===== src/rtl/controle_estacionamento_nvias.sv =====
// Multi-gate parking-lot controller.
// Each gate runs its own Moore direction-detection FSM on the sensor pair {A,B}.
// A gate that stalls mid-passage aborts after a per-gate timeout.
// Completed passages from all gates feed one shared, saturating occupancy counter.
module controle_estacionamento_nvias #(
   parameter int N_PORTOES  = 2,
   parameter int CAPACIDADE = 100,
   parameter int LARGURA    = 8,
   parameter int TIMEOUT    = 1000
) (
   input  logic                 CLK,
   input  logic                 reset,
   input  logic [N_PORTOES-1:0] A,
   input  logic [N_PORTOES-1:0] B,
   output logic [N_PORTOES-1:0] entrou,
   output logic [N_PORTOES-1:0] saiu,
   output logic [N_PORTOES-1:0] abortou,
   output logic [LARGURA-1:0]   ocupacao,
   output logic                 cheio,
   output logic                 vazio,
   output logic                 erro_sat
);

   // A zero timeout still needs a 1-bit timer so that the declaration stays legal.
   localparam int TW = (TIMEOUT > 0) ? $clog2(TIMEOUT + 1) : 1;
   // Wide enough for count + delta without any intermediate wrap, plus a sign bit.
   localparam int SW = LARGURA + $clog2(N_PORTOES + 1) + 2;
   localparam logic signed [SW-1:0] CAP_S = SW'(CAPACIDADE);
   localparam logic signed [SW-1:0] UM_S  = SW'(1);

   typedef enum logic [3:0] {
      IDLE, E1, E2, E3, ENT, S1, S2, S3, SAI, ABT
   } estado_t;

   for (genvar g = 0; g < N_PORTOES; g++) begin : g_portao
      estado_t       estado_q, estado_d, prox;
      logic [TW-1:0] timer_q, timer_d;
      logic [1:0]    ab;

      assign ab = {A[g], B[g]};

      // Next state from the transition table, then the stall timeout overrides it.
      always_comb begin
         // NOTE: every combinational output gets a default first so no path can infer a latch.
         prox     = estado_q;
         estado_d = estado_q;
         timer_d  = '0;
         unique case (estado_q)
            IDLE:    prox = (ab == 2'b10) ? E1 : (ab == 2'b01) ? S1 : IDLE;
            E1:      prox = (ab == 2'b10) ? E1 : (ab == 2'b11) ? E2 : IDLE;
            E2:      prox = (ab == 2'b11) ? E2 : (ab == 2'b10) ? E1 :
                            (ab == 2'b01) ? E3 : IDLE;
            E3:      prox = (ab == 2'b01) ? E3 : (ab == 2'b11) ? E2 :
                            (ab == 2'b00) ? ENT : IDLE;
            S1:      prox = (ab == 2'b01) ? S1 : (ab == 2'b11) ? S2 : IDLE;
            S2:      prox = (ab == 2'b11) ? S2 : (ab == 2'b01) ? S1 :
                            (ab == 2'b10) ? S3 : IDLE;
            S3:      prox = (ab == 2'b10) ? S3 : (ab == 2'b11) ? S2 :
                            (ab == 2'b00) ? SAI : IDLE;
            default: prox = IDLE;   // ENT, SAI, ABT and unused encodings
         endcase
         estado_d = prox;
         // Only the mid-passage states can stay put, so only they count time.
         if (TIMEOUT > 0 && prox == estado_q && estado_q != IDLE) begin
            if (int'(timer_q) == TIMEOUT - 1) estado_d = ABT;
            else                              timer_d  = timer_q + TW'(1);
         end
      end

      // Gate state and timer registers.
      always_ff @(posedge CLK or posedge reset) begin
         // NOTE: sequential state uses non-blocking assignments so all registers update together.
         if (reset) begin
            estado_q <= IDLE;
            timer_q  <= '0;
         end else begin
            estado_q <= estado_d;
            timer_q  <= timer_d;
         end
      end

      assign entrou[g]  = (estado_q == ENT);
      assign saiu[g]    = (estado_q == SAI);
      assign abortou[g] = (estado_q == ABT);
   end

   logic [LARGURA-1:0]   ocupacao_q, ocupacao_d;
   logic                 erro_sat_q, erro_sat_d;
   logic signed [SW-1:0] delta, soma;

   // Net change of all gates this cycle, then clamp into [0, CAPACIDADE].
   always_comb begin
      delta      = '0;
      ocupacao_d = ocupacao_q;
      erro_sat_d = 1'b0;
      for (int g = 0; g < N_PORTOES; g++) begin
         if (entrou[g]) delta = delta + UM_S;
         if (saiu[g])   delta = delta - UM_S;
      end
      soma = $signed({{(SW - LARGURA){1'b0}}, ocupacao_q}) + delta;
      if (soma < 0) begin
         ocupacao_d = '0;
         erro_sat_d = 1'b1;
      end else if (soma > CAP_S) begin
         ocupacao_d = LARGURA'(CAPACIDADE);
         erro_sat_d = 1'b1;
      end else begin
         ocupacao_d = soma[LARGURA-1:0];
      end
   end

   // Occupancy count and the clamp pulse, registered together.
   always_ff @(posedge CLK or posedge reset) begin
      if (reset) begin
         ocupacao_q <= '0;
         erro_sat_q <= 1'b0;
      end else begin
         ocupacao_q <= ocupacao_d;
         erro_sat_q <= erro_sat_d;
      end
   end

   assign ocupacao = ocupacao_q;
   assign erro_sat = erro_sat_q;
   assign cheio    = (ocupacao_q == LARGURA'(CAPACIDADE));
   assign vazio    = (ocupacao_q == '0);

endmodule


===== config.mk =====
export PLATFORM = sky130hd
export DESIGN_NAME = controle_estacionamento_nvias
export DESIGN_NICKNAME = d
export VERILOG_FILES = /design/src/rtl/controle_estacionamento_nvias.sv
export SDC_FILE = /design/constraint.sdc
export NUM_CORES = 1
export LEC_CHECK = 0
export ABC_AREA = 1
export CELL_PAD_IN_SITES_DETAIL_PLACEMENT = 2
export CELL_PAD_IN_SITES_GLOBAL_PLACEMENT = 2
export CORE_UTILIZATION = 34
export DETAILED_ROUTE_END_ITERATION = 7
export PLACE_DENSITY = 0.91
export RECOVER_POWER = 100
export SETUP_SLACK_MARGIN = 0.4
export SLEW_MARGIN = 0
export SYNTH_ARGS = -nofsm -noshare
export SYNTH_HDL_FRONTEND = slang
export SYNTH_SLANG_ARGS = --single-unit

===== constraint.sdc =====
create_clock -name CLK -period 4.05 [get_ports CLK]
set_clock_uncertainty 0.2 [all_clocks]
set_input_delay 0.6075 -clock CLK [delete_from_list [all_inputs] [get_ports CLK]]
set_output_delay 0.6075 -clock CLK [all_outputs]
set_load 0.005 [all_outputs]

# Word-level counts from Yosys, hierarchy flattened
# Index checks and enable logic that the tools add are counted.
totals:
  ff_bits: 37
  output_inout_bits: 17
  input_bits: 6
op_classes:
  reduce_logical: 9
  muxes: 54
  order_cmp: 2
  eq_ne: 29
  addsub: 6
op_table:
  columns: ["cell", "count"]
  rows:
  - ["2-to-1 mux 3 bit", 20]
  - ["case mux 4 bit (7 select lines)", 2]
  - ["2-to-1 mux 10 bit", 4]
  - ["2-to-1 mux 4 bit", 10]
  - ["2-to-1 mux 12 bit", 3]
  - ["equality test 4 x 3 -> 1 bit (second input constant)", 8]
  - ["subtractor 12 x 2 -> 12 bit (second input constant)", 2]
  - ["adder 10 x 1 -> 10 bit (second input constant)", 2]
  - ["equality test 10 x 6 -> 1 bit (second input constant)", 2]
  - ["2-to-1 mux 2 bit", 10]
  - ["equality test 4 x 2 -> 1 bit (second input constant)", 4]
  - ["equality test 4 bit (second input constant)", 4]
  - ["2-to-1 mux 8 bit", 2]
  - ["adder 12 x 2 -> 12 bit (second input constant)", 1]
  - ["adder 9 x 12 -> 12 bit", 1]
  - ["> comparator 12 x 8 -> 1 bit (second input constant)", 1]
  - ["< comparator 12 x 1 -> 1 bit (second input constant)", 1]
  - ["equality test 2 bit (second input constant)", 4]
  - ["equality test 4 x 1 -> 1 bit (second input constant)", 2]
  - ["equality test 4 bit", 2]
  - ["equality test 8 x 7 -> 1 bit (second input constant)", 1]
  - ["zero test 4 bit", 2]
  - ["zero test 8 bit", 1]
  - ["nonzero test 4 bit", 2]
  - ["4 further kinds", 9]

# Logic depth before layout (Yosys ltp)
# Gate-level depths: netlist of run 1.
depth:
  word_depth: 12
  mapped_depth: 25

# Worst setup path before layout of run 1
# Ideal clock, no wire load.
synth_timing:
  kind: "register -> register"
  startpoint: "register g_portao[0].estado_q[1]"
  endpoint: "register ocupacao_q[2], in the netlist ocupacao[2]"
  slack_ns: 0.449
  path_buffers: 1
  arrival_ns: 3.288
  period_less_slack_ns: 3.601
  path_stages_with_launch: 24
  cell_sequence: "dfrtp_1 buf_4 inv_1 nand2_1 nor3_1 fa_1 nor2_2 inv_1 nand2_1 ha_1 inv_1 fa_1 inv_1 nand3_1 nand2_1 nand2_1 nand2_1 nand3_1 nand3_1 nand2_1 nor2_2 nand3_1 nand2_1 inv_1"
synth_lines:
  columns: ["item", "line_no", "source"]
  rows:
  - ["from (decl)", "36", "estado_t estado_q, estado_d, prox;"]
  - ["from (signal assigned)", "77", "estado_q <= estado_d;"]
  - ["equality test 4 bit *", "83", "assign saiu[g] = (estado_q == SAI);"]
  - ["named net saiu[0]", "16", "output logic [N_PORTOES-1:0] saiu,"]
  - ["2-to-1 mux 12 bit *", "98", "if (saiu[g]) delta = delta - UM_S;"]
  - ["adder 12 x 2 -> 12 bit", "97", "if (entrou[g]) delta = delta + UM_S;"]
  - ["2-to-1 mux 12 bit *", "97", null]
  - ["subtractor 12 x 2 -> 12 bit", "98", null]
  - ["2-to-1 mux 12 bit *", "98", null]
  - ["adder 9 x 12 -> 12 bit *", "100", "soma = $signed({{(SW - LARGURA){1'b0}}, ocupacao_q}) + delta;"]
  - ["> comparator 12 x 8 -> 1 bit", "104", "end else if (soma > CAP_S) begin"]
  - ["2-to-1 mux 8 bit", "104", null]
  - ["2-to-1 mux 8 bit *", "101", "if (soma < 0) begin"]
  - ["named net ocupacao_d[2]", "87", "logic [LARGURA-1:0] ocupacao_q, ocupacao_d;"]
  - ["to (signal assigned)", "118", "ocupacao_q <= ocupacao_d;"]
  - ["to (decl)", "87", null]
# The timed path passes the listed nets; every way through them passes the cells marked *.

# Final worst setup path of run 1
layout_timing:
  startpoint: "register g_portao[0].estado_q[0]"
  endpoint: "register ocupacao_q[5], in the netlist ocupacao[5]"
layout_between:
  elab_chain_len: 12
layout_lines:
  columns: ["item", "line_no", "source"]
  rows:
  - ["equality test 4 x 3 -> 1 bit", "82", "assign entrou[g] = (estado_q == ENT);"]
  - ["2-to-1 mux 1 bit", "97", null]
  - ["subtractor 12 x 2 -> 12 bit", "98", null]
  - ["2-to-1 mux 12 bit *", "98", null]
  - ["adder 12 x 2 -> 12 bit", "97", null]
  - ["2-to-1 mux 12 bit *", "97", null]
  - ["subtractor 12 x 2 -> 12 bit", "98", null]
  - ["2-to-1 mux 12 bit *", "98", null]
  - ["adder 9 x 12 -> 12 bit *", "100", null]
  - ["> comparator 12 x 8 -> 1 bit", "104", null]
  - ["2-to-1 mux 8 bit", "104", null]
  - ["2-to-1 mux 8 bit *", "101", null]
  - ["named net ocupacao_d[5]", "87", null]
# Marks and branches as above.

==> results.ini, run 1 <==
[power_and_ir_drop]
switching_share_pct=50.29
p_leak_nw=2.003
p_int_mw=0.9382
power_per_cell_area_nw_per_um2=479.9
clkPwrFrac_pct=19.0
p_seq_share_pct=25.4
combPwrFrac_pct=55.5
switchingPower_mw=0.9490
ir_worst_vdd_mv=0.1416

[floorplanning]
io_pins=23
num_rows=34
die_w_um=97.15
die-area_sq_um=9437
fp.coreArea_sq_um=8763
die_y_um=97.15
start_util_pct=35.12

[yosys]
yosysSeqAreaShare_pct=30.08
synth_edf_count=0
synth_flop_cell=dfrtp_1
yosys-top-cells-area=dfrtp_1 30%, nand2_1 13%, ha_1 11%
async_flop_share_pct=100.0
synth.cell_area_sq_um=3078
synth_cell_types=37
yosys_warnings=0
synth_area_leader_cell=dfrtp_1
syn_nets=473
yosys.area.top_type_share_pct=30.08
postSynthAreaPerCell_sq_um=7.027
synthCells=438
ys_ff_latch=37

[drt]
drt_pre_antenna_iters=4
vias_per_cell=5.683
avgRoutedWirePerCell_um=25.98
ant_nets=0
via_count=3410
wirelength_um=15590
drc=0
drtIter0Drc=161

[worst_setup_path]
critPathLaunchType=flop
cp.required_ps=4080
worstPathArrival_ps=3920
critPathCaptureType=flop
critPathMaxFanout=4
worstSetupPathType=reg2reg

[global_route]
grt_max_degree=38
grt_pass1_vias=3653
grt_pass1_wl_um=20580
antenna_found_initial=0
globalRouteOverflowTotal=0
grt_usage_pct=27.77

[clock_tree]
cts_root_buf=clkbuf_8
cts_tree=built
numCtsBuffers=5
insertion_delay_ps=330
path_clk_slew_ps=110
cts_buffer_depth=2
cts_hold_buf=0
cts_sinks=37
htreeDepth=2

[sta]
setup_violations=0
period_minus_slack_ps=3890
fmax_mhz=257.1
slew_violations=38
maxSlewHeadroom_pct=-56.09
tightestPinTransition_ps=2341
period_share_pct=96.05
setup_tns_ps=0
finalHoldViolations=0
rsz0062_at_grt=true

[layout]
final_core_util_pct=44.87
area_growth_syn_to_layout_pct=27.76
finalNonFillerCells=600
insertedDiodeCount=0
drive_gt1_share_pct=23.17
final_nets=526
ff_latch_area_sq_um=929.6
fill_cells=988
design_area_sq_um=3933
multiInputGateArea_sq_um=2044

[outcome]
violations=capacitance limit, slew limit
status=finished with violations

[placement]
place_inst=567
numPortBuffers=22
place_area_sq_um=3418
gp_congestion=0.7962
place_hpwl_um=7621

[hold_path]
hp-class=reg2reg

[run]
maxCapViolCount=1

## worst max-delay path, cell delays in order (launching register included)
cell	delay, ps
dfrtp_1	400
inv_1	150
nand2_4	110
nor3_2	190
buf_4	180
fa_1	170
inv_1	50
nor2_1	220
inv_1	170
o21ai_1	230
inv_1	150
fa_2	420
inv_2	100
nand3_2	80
nand2_1	100
nand2_1	70
nand2_2	90
nand3_1	100
nand3_2	100
nand2_2	60
nor2_4	170
nand3_2	120
nand2_1	110
inv_1	70
## cell families after synthesis
logic type	Yosys count	synth area share (%)
AO/OA/AOI/OAI	28	6.220
AND/OR/NAND/NOR	251	37.19
multiplexers	1	0.3252
flip-flops	37	30.08
other	1	0.1218
buffers and inverters	79	10.37
adder cells (fa/ha/maj)	29	12.28
XOR/XNOR	12	3.415
## power by group through the flow
stage	combinational, mW	sequential (mW)	clock (mW)
finish	1.05	0.480	0.359
global route	1.11	0.486	0.378
CTS	0.878	0.474	0.347
detailed placement	0.775	0.490	0
global placement	0.721	0.484	0
floorplan	0.587	0.459	0
## cells in the mapped netlist, types with 4 or more instances
| cell type | n |
|---|---|
| xnor2_1 | 5 |
| nand2_2 | 5 |
| dfrtp_1 | 37 |
| o21ai_0 | 9 |
| nor3_1 | 8 |
| nand4_1 | 10 |
| ha_1 | 27 |
| o21ai_1 | 4 |
| a21oi_1 | 5 |
| nand3_1 | 40 |
| inv_1 | 70 |
| nor2_1 | 50 |
| nand2_1 | 104 |
| nand3b_1 | 4 |
| inv_2 | 5 |
| nor2_2 | 19 |
| xor2_1 | 7 |
## metrics by stage
step	setup WS, ps	hold WS [ps]	power (mW)
4_1_cts	408.2	279.9	1.699
6_report	159.8	280.7	1.887
3_3_place_gp	467.8	256.0	1.205
3_5_place_dp	-42.53	269.0	1.266
5_1_grt	80.44	317.5	1.974
2_1_floorplan	449.1	232.7	1.046
## routing by layer
| metal | global-route usage (%) | up-vias | part of all wire (%) |
|---|---|---|---|
| met4 | 10.45 | 0 | 6.5 |
| li1 | - | 1485 | - |
| met2 | 50.11 | 123 | 50 |
| met3 | 2.518 | 69 | 3.7 |
| met1 | 34.07 | 1733 | 40 |
| met5 | 0 | - | 0 |
## cell type report
cell class,instances,share of cell area [%]
inverters,75,7.159
multi-input cells,322,51.99
clock inverters,3,1.177
flip-flops and latches,37,23.64
well taps,108,3.436
repair buffers,50,10.85
clock buffers,5,1.750
## layout by cell type (no fill, tap or decap), drive strengths merged
cell	netlist	final
a21boi	2	2
nand4	10	10
ha	27	27
clkinv	0	1
clkinvlp	0	1
clkdlybuf4s50	0	5
nor3b	1	1
nand3	41	41
clkbuf	0	6
conb	1	1
a21oi	5	5
fa	2	2
nor3	8	8
o21ai	15	15
nand3b	4	4
inv	75	75
a31o	1	1
a211oi	1	1
o2111ai	2	2
mux2i	1	1
o21a	1	1
dfrtp	37	37
or2	2	2
and3	2	2
and2	1	1
bufinv	0	1
xor2	7	7
xnor2	5	5
dlygate4sd3	0	17
nand2	109	109
buf	4	27
nor2	71	71
o211ai	1	1
nor4	2	2
## worst paths after layout
path | from | endpoint | slack (ps) | cells past startpoint
max | g_portao[0].estado_q[0]$_DFF_PP0_ | ocupacao[5]$_DFF_PP0_ | 160 | 23
max in group asynchronous | reset | g_portao[0].estado_q[1]$_DFF_PP0_ | 700 | 3
min in group asynchronous | reset | g_portao[1].estado_q[3]$_DFF_PP0_ | 1410 | 3
max reg2reg | g_portao[0].estado_q[0]$_DFF_PP0_ | ocupacao[5]$_DFF_PP0_ | 160 | 23
min | g_portao[0].timer_q[0]$_DFF_PP0_ | g_portao[0].timer_q[0]$_DFF_PP0_ | 280 | 1
min reg2reg | g_portao[0].timer_q[0]$_DFF_PP0_ | g_portao[0].timer_q[0]$_DFF_PP0_ | 280 | 1
## repair_timing
action | 4_1_cts | 5_1_grt
resized for setup | 25 | 51
setup buffers | 10 | 15
pin swaps | 5 | 22
setup endpoints to repair | 8 | 8
## sequential cells by signal (all words and copies together), names as in the netlist
signal,count
ocupacao,8
g_portao.estado_q,8
g_portao.timer_q,20
erro_sat,1
Note: power is estimated with default switching activity, not from simulation.
==> run 2, diff against run 1 <==
- MAX_ROUTING_LAYER: not set -> met4
==> results.ini, run 2 (synthesized netlist as in run 1, its figures left out) <==
[outcome]
status=finished with violations
violations=capacitance limit, slew limit

[worst_setup_path]
critPathMaxFanout=5
ff2ff_setup_slack_ps=90
r2r_start=g_portao[0].estado_q[3]$_DFF_PP0_
worstSetupPathType=reg2reg
critPathLaunchType=flop
worstPathArrival_ps=4030
critPathCaptureType=flop
worstReg2RegEnd=ocupacao[4]$_DFF_PP0_
r2r_cells=20
cp.required_ps=4120

[floorplanning]
die-area_sq_um=9437
io_pins=23
start_util_pct=35.12
fp.coreArea_sq_um=8763
die_y_um=97.15
num_rows=34
die_w_um=97.15

[sta]
tightestPinTransition_ps=2370
finalHoldViolations=0
slew_violations=38
rsz0062_at_grt=true
maxSlewHeadroom_pct=-57.99
period_minus_slack_ps=3956
period_share_pct=97.68
setup_violations=0
fmax_mhz=252.8
layout_setup_ws_ps=93.93

[global_route]
grt_pass1_wl_um=20600
grt_max_degree=38
globalRouteOverflowTotal=0
grt_usage_pct=28.58
antenna_found_initial=1
grt_pass1_vias=3644

[layout]
ff_latch_area_sq_um=929.6
final_common_cell=nand2_1
final_cell_mix=88 x nand2_1, 62 x inv_1, 50 x nor2_1
fill_cells=997
area_growth_syn_to_layout_pct=29.67
finalNonFillerCells=608
multiInputGateArea_sq_um=2038
largest_reg_flops=20
top_register=g_portao.timer_q
drive_gt1_share_pct=25.45
final_nets=533

[placement]
gp_congestion=0.8075
numPortBuffers=22
place_inst=567
place_hpwl_um=7621
preCtsSetupSlack_ps=-42.53

[drt]
drtIter0Drc=139
wirelength_um=15810
wl_met2_um=7872
via_count=3409
ant_nets=0
drc=0
vias_per_cell=5.607
drt_pre_antenna_iters=4
avgRoutedWirePerCell_um=26.00
top_layer=met4
wl_met1_um=6685
wl_met3_um=576

[clock_tree]
numCtsBuffers=5
htreeDepth=2
cts_buffer_depth=2
insertion_delay_ps=330
cts_tree=built
cts_sinks=37
cts_hold_buf=0
cts_root_buf=clkbuf_8
path_clk_slew_ps=110

[power_and_ir_drop]
power_per_cell_area_nw_per_um2=490.7
p_leak_nw=2.037
ir_worst_vdd_mv=0.3435

[hold_path]
hp-class=reg2reg
hold_path_depth=1
min_from=g_portao[0].timer_q[0]$_DFF_PP0_
min_to=g_portao[0].timer_q[0]$_DFF_PP0_

[run]
maxCapViolCount=1

==> run 2: layout make-up <==
cell class                      count  area share, %
Antenna cell                        1        0.06270
Clock buffer                        5          1.724
Clock inverter                      3          1.160
Inverter                           75          7.116
Multi-Input combinational cell    322          51.07
Sequential cell                    37          23.29
Tap cell                          108          3.386
Timing Repair Buffer               57          12.19
==> run 2: metal layers <==
metal  up-vias  global-route usage, %
met1      1751                  34.29
met5         -                      -
li1       1495                      -
met3        53                  2.518
met4         0                  10.45
met2       110                  49.89
==> run 2: worst max-delay path by stage <==
stage	startpoint	end	slack [ps]	depth (start not counted)
CTS	g_portao[0].estado_q[0]$_DFF_PP0_	ocupacao[5]$_DFF_PP0_	410	22
global placement	g_portao[0].estado_q[1]$_DFF_PP0_	ocupacao[3]$_DFF_PP0_	470	22
floorplan	g_portao[0].estado_q[1]$_DFF_PP0_	ocupacao[2]$_DFF_PP0_	450	23
finish	g_portao[0].estado_q[3]$_DFF_PP0_	ocupacao[4]$_DFF_PP0_	90	20
global route	g_portao[0].estado_q[3]$_DFF_PP0_	ocupacao[4]$_DFF_PP0_	-10	20
detailed placement	g_portao[0].estado_q[1]$_DFF_PP0_	ocupacao[4]$_DFF_PP0_	-40	19
==> run 2: power by group <==
| group | total (mW) | leakage [nW] | switching [mW] | internal (mW) |
|---|---|---|---|---|
| clock network | 0.365 | 0.0544 | 0.180 | 0.185 |
| registers | 0.488 | 0.485 | 0.0668 | 0.421 |
| logic | 1.11 | 1.50 | 0.750 | 0.356 |
| total | 1.96 | 2.04 | 0.997 | 0.962 |
==> run 2: metrics by stage <==
step	util, %	TNS [ps]	area, sq um	hold WS, ps	power [mW]
4_1_cts	42.00	0	3681	279.9	1.699
5_1_grt	45.55	-15.88	3991	316.7	2.033
2_1_floorplan	-	0	3078	232.7	1.046
6_report	45.55	0	3991	279.8	1.959
3_3_place_gp	39.01	0	3418	256.0	1.205
3_5_place_dp	39.01	-63.36	3418	269.0	1.266
==> run 2: what timing repair did <==
action | CTS | global route
pin swaps | 5 | 25
gates resized for setup | 25 | 58
setup endpoints to repair | 8 | 8
buffers inserted | 10 | 22
==> run 2: critical path, cell delays in order, from the launching register on <==
cell and delay, ps:
dfrtp_1 430, inv_1 210, nand2_4 110, nor2_4 190, inv_4 60, fa_1 650, nor2_4 70, buf_6 130
a21oi_4 140, inv_2 80, ha_4 300, nand2_2 60, nor2_1 170, nand2_1 130, nand4_1 140, nand2_2 110
nand3_2 110, nand2_2 70, nor2_4 180, nand3_4 180, nor2_4 160
